===== src/rtl/axis_packet_arbiter.sv =====
// Packet-aware round-robin merge of PORT_NB AXI-Stream slaves onto one registered master.
// A granted port owns the output until its tlast beat is accepted; m_tid names the source port.
module axis_packet_arbiter #(
  parameter int AXIS_DWIDTH = 32,
  parameter int PORT_NB     = 8,
  localparam int IDW        = (PORT_NB > 1) ? $clog2(PORT_NB) : 1
) (
  input  logic                           clk,
  input  logic                           rst,
  input  logic [PORT_NB*AXIS_DWIDTH-1:0] s_tdata,
  input  logic [PORT_NB-1:0]             s_tlast,
  input  logic [PORT_NB-1:0]             s_tvalid,
  output logic [PORT_NB-1:0]             s_tready,
  output logic [AXIS_DWIDTH-1:0]         m_tdata,
  output logic                           m_tlast,
  output logic                           m_tvalid,
  input  logic                           m_tready,
  output logic [IDW-1:0]                 m_tid
);

  // Handshake: a beat moves on an interface at a rising edge where tvalid & tready are both 1;
  // a source holds tvalid and its payload stable until that edge.
  typedef enum logic {ARB, PASS} state_e;

  state_e                   state_q, state_d;
  logic [IDW-1:0]           gnt_q, gnt_d;
  logic [IDW-1:0]           last_q, last_d;
  logic [AXIS_DWIDTH-1:0]   m_tdata_q, m_tdata_d;
  logic                     m_tlast_q, m_tlast_d;
  logic                     m_tvalid_q, m_tvalid_d;
  logic [IDW-1:0]           m_tid_q, m_tid_d;

  logic                     found;
  logic [IDW-1:0]           pick;
  logic                     sel_valid, sel_last;
  logic [AXIS_DWIDTH-1:0]   sel_data;
  logic                     in_pass, take, accept;

  // Cyclic scan starting at last+1: ports above last first, then wrap to 0..last.
  always_comb begin
    found = 1'b0;
    pick  = '0;
    for (int j = 0; j < PORT_NB; j++) begin
      if (!found && s_tvalid[j] && (j > int'(last_q))) begin
        found = 1'b1;
        pick  = IDW'(j);
      end
    end
    for (int j = 0; j < PORT_NB; j++) begin
      if (!found && s_tvalid[j] && (j <= int'(last_q))) begin
        found = 1'b1;
        pick  = IDW'(j);
      end
    end
  end

  always_comb begin
    sel_valid = 1'b0;
    sel_last  = 1'b0;
    sel_data  = '0;
    for (int j = 0; j < PORT_NB; j++) begin
      if (int'(gnt_q) == j) begin
        sel_valid = s_tvalid[j];
        sel_last  = s_tlast[j];
        sel_data  = s_tdata[j*AXIS_DWIDTH +: AXIS_DWIDTH];
      end
    end
  end

  // The output register can take a beat when empty or draining on this same edge.
  assign in_pass = (state_q == PASS) && !rst;
  assign take    = !m_tvalid_q || m_tready;
  assign accept  = in_pass && take && sel_valid;

  always_comb begin
    s_tready = '0;
    for (int j = 0; j < PORT_NB; j++) begin
      s_tready[j] = in_pass && take && (int'(gnt_q) == j);
    end
  end

  always_comb begin
    state_d    = state_q;
    gnt_d      = gnt_q;
    last_d     = last_q;
    m_tdata_d  = m_tdata_q;
    m_tlast_d  = m_tlast_q;
    m_tvalid_d = m_tvalid_q;
    m_tid_d    = m_tid_q;
    if (state_q == ARB) begin
      if (found) begin
        gnt_d   = pick;
        last_d  = pick;
        state_d = PASS;
      end
    end else if (accept && sel_last) begin
      state_d = ARB;
    end
    if (accept) begin
      m_tdata_d  = sel_data;
      m_tlast_d  = sel_last;
      m_tvalid_d = 1'b1;
      m_tid_d    = gnt_q;
    end else if (m_tvalid_q && m_tready) begin
      m_tvalid_d = 1'b0;
      m_tlast_d  = 1'b0;
    end
  end

  always_ff @(posedge clk) begin
    if (rst) begin
      state_q    <= ARB;
      gnt_q      <= '0;
      last_q     <= IDW'(PORT_NB - 1);
      m_tdata_q  <= '0;
      m_tlast_q  <= 1'b0;
      m_tvalid_q <= 1'b0;
      m_tid_q    <= '0;
    end else begin
      state_q    <= state_d;
      gnt_q      <= gnt_d;
      last_q     <= last_d;
      m_tdata_q  <= m_tdata_d;
      m_tlast_q  <= m_tlast_d;
      m_tvalid_q <= m_tvalid_d;
      m_tid_q    <= m_tid_d;
    end
  end

  assign m_tdata  = m_tdata_q;
  assign m_tlast  = m_tlast_q;
  assign m_tvalid = m_tvalid_q;
  assign m_tid    = m_tid_q;

endmodule


===== config.mk =====
export PLATFORM = sky130hd
export DESIGN_NAME = axis_packet_arbiter
export DESIGN_NICKNAME = d
export VERILOG_FILES = /design/src/rtl/axis_packet_arbiter.sv
export SDC_FILE = /design/constraint.sdc
export NUM_CORES = 1
export LEC_CHECK = 0
export ABC_AREA = 1
export BUFFER_PORTS_ARGS = -buffer_cell sky130_fd_sc_hd__buf_4
export CAP_MARGIN = 20
export CORE_AREA = 2 2 124 126
export DETAILED_ROUTE_END_ITERATION = 12
export DIE_AREA = 0 0 126 128
export HOLD_SLACK_MARGIN = 0.05
export SLEW_MARGIN = 25
export SYNTH_ARGS = -nofsm -noshare
export SYNTH_HDL_FRONTEND = slang
export SYNTH_SLANG_ARGS = --single-unit

===== constraint.sdc =====
create_clock -name clk -period 2.05 [get_ports clk]
set_input_delay 0.41 -clock clk [delete_from_list [all_inputs] [get_ports clk]]
set_output_delay 0.41 -clock clk [all_outputs]
set_load 0.05 [all_outputs]

==> metrics.txt <==
transition at the pin with the smallest max-transition slack=around 0.45 ns; result of the run=complete, no violations; Synthesis Warnings=0; CTS buffer count=5; cell types with the largest area share after synthesis=sky130_fd_sc_hd__nand2_1 26%, sky130_fd_sc_hd__dfxtp_1 24%, sky130_fd_sc_hd__nand4_1 10%, sky130_fd_sc_hd__a21oi_1 8.5%, sky130_fd_sc_hd__nand3_1 6.7%; Final Hold Violating Endpoints=0; sequential area share after synthesis=24.1%; category of the worst setup path capture point=output port; RD Place Congestion=0.940; flip-flop and latch count after synthesis=44; Min-Delay Startpoint=m_tready; Final setup violation count=0; flip-flop cell with the highest count after synthesis=sky130_fd_sc_hd__dfxtp_1; proportion of total power due to net switching=around 46%; post-CTS clock slew at the launch and capture registers of the worst setup and hold paths=0.06 ns; Filler Cells Inserted=1628; final setup skew=0.00737 ns; cts hold-fix bufs=0; most area-hungry cell type in the Yosys netlist=sky130_fd_sc_hd__nand2_1; via density per instance=4.91; Leakage Power=3.08 nW; I/O pin count=320; final clock period utilization by the worst path=96.0%; DR iter-0 viols=335; GR Util All Layers=24.5%; count of TritonRoute iterations in the first routing pass=5; antenna violations before repair=0; CP required=around 1.6 ns; H-tree depth reported by CTS=2; number of nets produced by synthesis=906; combinational cell fraction of total power=between 60% and 70%; fraction of final layout cells with drive strength greater than 1=approximately 41%; element type at the critical path start=flip-flop; number of buffers on the longest clock path=2; Reg2Reg Depth=10; number of enable-type register cells in the synthesized netlist=0; TritonCTS clock tree=yes; standard-cell row count=45; root cell of the clock tree=sky130_fd_sc_hd__clkbuf_16; peak supply drop=roughly 0.32 mV; critical path data arrival time=1.56 ns; Die Span Y=around 130 um; post-synthesis instance area=3650 sq um; HP Class=in -> reg; DRC Markers=0; fraction of post-synthesis cell area in the top cell type by area=26.1%; clock network fraction of design power=17.6%; sequential cell fraction of total power=20.3%; setup repair after global routing missed its margin=true; routed length per instance=around 18 um; f_max=just over 0.5 GHz; Mapped Avg Cell Area=approximately 5.8 sq um; effective utilization at floorplan=24.6%; NumNets Final=1220; die footprint=approximately 16000 sq um; final worst path period need=1.97 ns; Clock Sink Count=between 40 and 50; Layout area overhead=81.3%; DPL Wire Length=16.7 mm; total number of vias=between 5000 and 6000; worst max-slew margin expressed relative to the limit=70.2%; WHS Path Cells=4; post-synthesis cell count=631; diode insertion count for antenna repair=0; internal power of the cells=slightly below 3 mW; Die Width=126 um; Worst Setup Path Type=reg -> out; worst path setup slack after routing=0.0818 ns; global-route wire length before repair=30.7 mm; end of the worst hold path=m_tvalid; R2R Path End=m_tdata[20]; number of maximum-capacitance constraint violations=0; ANT nets after route=0; total count of max-transition violations in the final report=0; Setup WS pre-CTS=0.0473 ns; maximum number of pins on one net before global-route repair=34; Distinct cells, synth=33; critical-path maximum fanout=17; total net switching power=2.54 mW; Power, Total=5.47 mW; commonest cells after routing, fill and taps aside=343 x sky130_fd_sc_hd__buf_4, 253 x sky130_fd_sc_hd__nand2_1, 62 x sky130_fd_sc_hd__a21oi_1; most frequent standard cell in the layout excluding fill and tap cells=sky130_fd_sc_hd__buf_4; worst reg-to-reg setup slack=0.12 ns; number of post-CTS setup repair buffers=0; share of synthesized registers carrying an async set or reset=0%; Crit Reg-Reg Startpoint=gnt_q[0]; Port Buffers=319; power per cell area=around 830 nW/um^2; clk_lat worst skew=0.29 ns; wirelength, routed=approximately 21 mm; cts repair resizes=1; vias in the first global route=5578; residual overflow from global routing=0; area of the core=around 15000 sq um
layout make-up:
type / count / area, sq um / share of cell area, %
clock inverters: 2 / 38.8 / 0.585
repair buffers: 348 / 2680 / 40.4
clock buffers: 6 / 139 / 2.10
inverters: 26 / 100 / 1.51
multi-input cells: 520 / 2550 / 38.5
flip-flops and latches: 44 / 887 / 13.4
well taps: 188 / 235 / 3.55
power by group through the flow:
| stage | clock (mW) | combinational [mW] | sequential (mW) |
|---|---|---|---|
| 2_1_floorplan | 0 | 1.66 | 1.45 |
| 3_3_place_gp | 0 | 3.41 | 1.11 |
| 3_5_place_dp | 0 | 3.40 | 1.12 |
| 4_1_cts | 0.991 | 3.41 | 1.10 |
| 5_1_grt | 1.01 | 3.67 | 1.13 |
| 6_report | 0.963 | 3.39 | 1.11 |
state kept, by name, summed over array words and instances (netlist names):
register	cells
state_q	1
m_tid	3
m_tdata	32
m_tvalid	1
last_q	3
m_tlast	1
gnt_q	3
critical path, cell delays in order, from the launching register on:
cell and delay, ns:
sky130_fd_sc_hd__dfxtp_2 0.38, sky130_fd_sc_hd__inv_2 0.13, sky130_fd_sc_hd__nor3_4 0.21, sky130_fd_sc_hd__inv_2 0.06, sky130_fd_sc_hd__buf_4 0.20, sky130_fd_sc_hd__nor2_2 0.10
sky130_fd_sc_hd__buf_4 0.20
metal layers:
layer | up-vias | wire length, um | GRT usage, %
met5 | - | 0 | 0
met4 | 0 | 524 | 7.11
met3 | 29 | 1650 | 6.68
met2 | 243 | 10300 | 44.1
met1 | 2520 | 8130 | 28.3
li1 | 2776 | - | -
logic make-up after synthesis:
kind of cell / after synthesis / synth area share [%]
AND/OR/NAND/NOR: 421 / 52.7
AO/OA/AOI/OAI: 99 / 15.4
buffers and inverters: 67 / 7.81
flip-flops: 44 / 24.1
cells in the mapped netlist, types with 2 or more instances:
cell type,instances
sky130_fd_sc_hd__a32o_1,8
sky130_fd_sc_hd__clkbuf_1,27
sky130_fd_sc_hd__inv_1,20
sky130_fd_sc_hd__nor2_1,38
sky130_fd_sc_hd__buf_4,7
sky130_fd_sc_hd__dfxtp_1,44
sky130_fd_sc_hd__inv_2,4
sky130_fd_sc_hd__nor3_4,3
sky130_fd_sc_hd__nand4_2,2
sky130_fd_sc_hd__nand2_1,254
sky130_fd_sc_hd__o21ai_0,21
sky130_fd_sc_hd__buf_1,3
sky130_fd_sc_hd__buf_2,4
sky130_fd_sc_hd__o21ai_1,2
sky130_fd_sc_hd__nand3_1,49
sky130_fd_sc_hd__nor4_1,3
sky130_fd_sc_hd__nor3_2,2
sky130_fd_sc_hd__a21oi_1,62
sky130_fd_sc_hd__nand4_1,61
sky130_fd_sc_hd__nor2_2,4
worst max-delay path by stage:
stage,cells past startpoint,start,slack [ns],to
CTS,5,gnt_q[1],0.01,s_tready[7]
finish,6,gnt_q[0],0.08,s_tready[5]
global placement,11,gnt_q[0],0.06,m_tdata[31]
detailed placement,12,s_tvalid[3],0.05,gnt_q[0]
global route,12,last_q[1],-0.06,gnt_q[0]
floorplan,5,m_tvalid,-0.12,s_tready[1]
metrics by stage:
step,area (sq um),hold slack (ns),setup TNS (ns),cells,utilization (%)
after floorplan,3680,0.493,-0.246,631,-
after global placement,6420,0.448,0,1126,43.2
after detailed placement,6420,0.456,0,1126,43.2
after CTS,6600,0.422,0,1134,44.4
after global routing,6630,0.433,-0.0817,1134,44.6
final,6630,0.428,0,1134,44.6
Note: power is estimated with default switching activity, not from simulation.
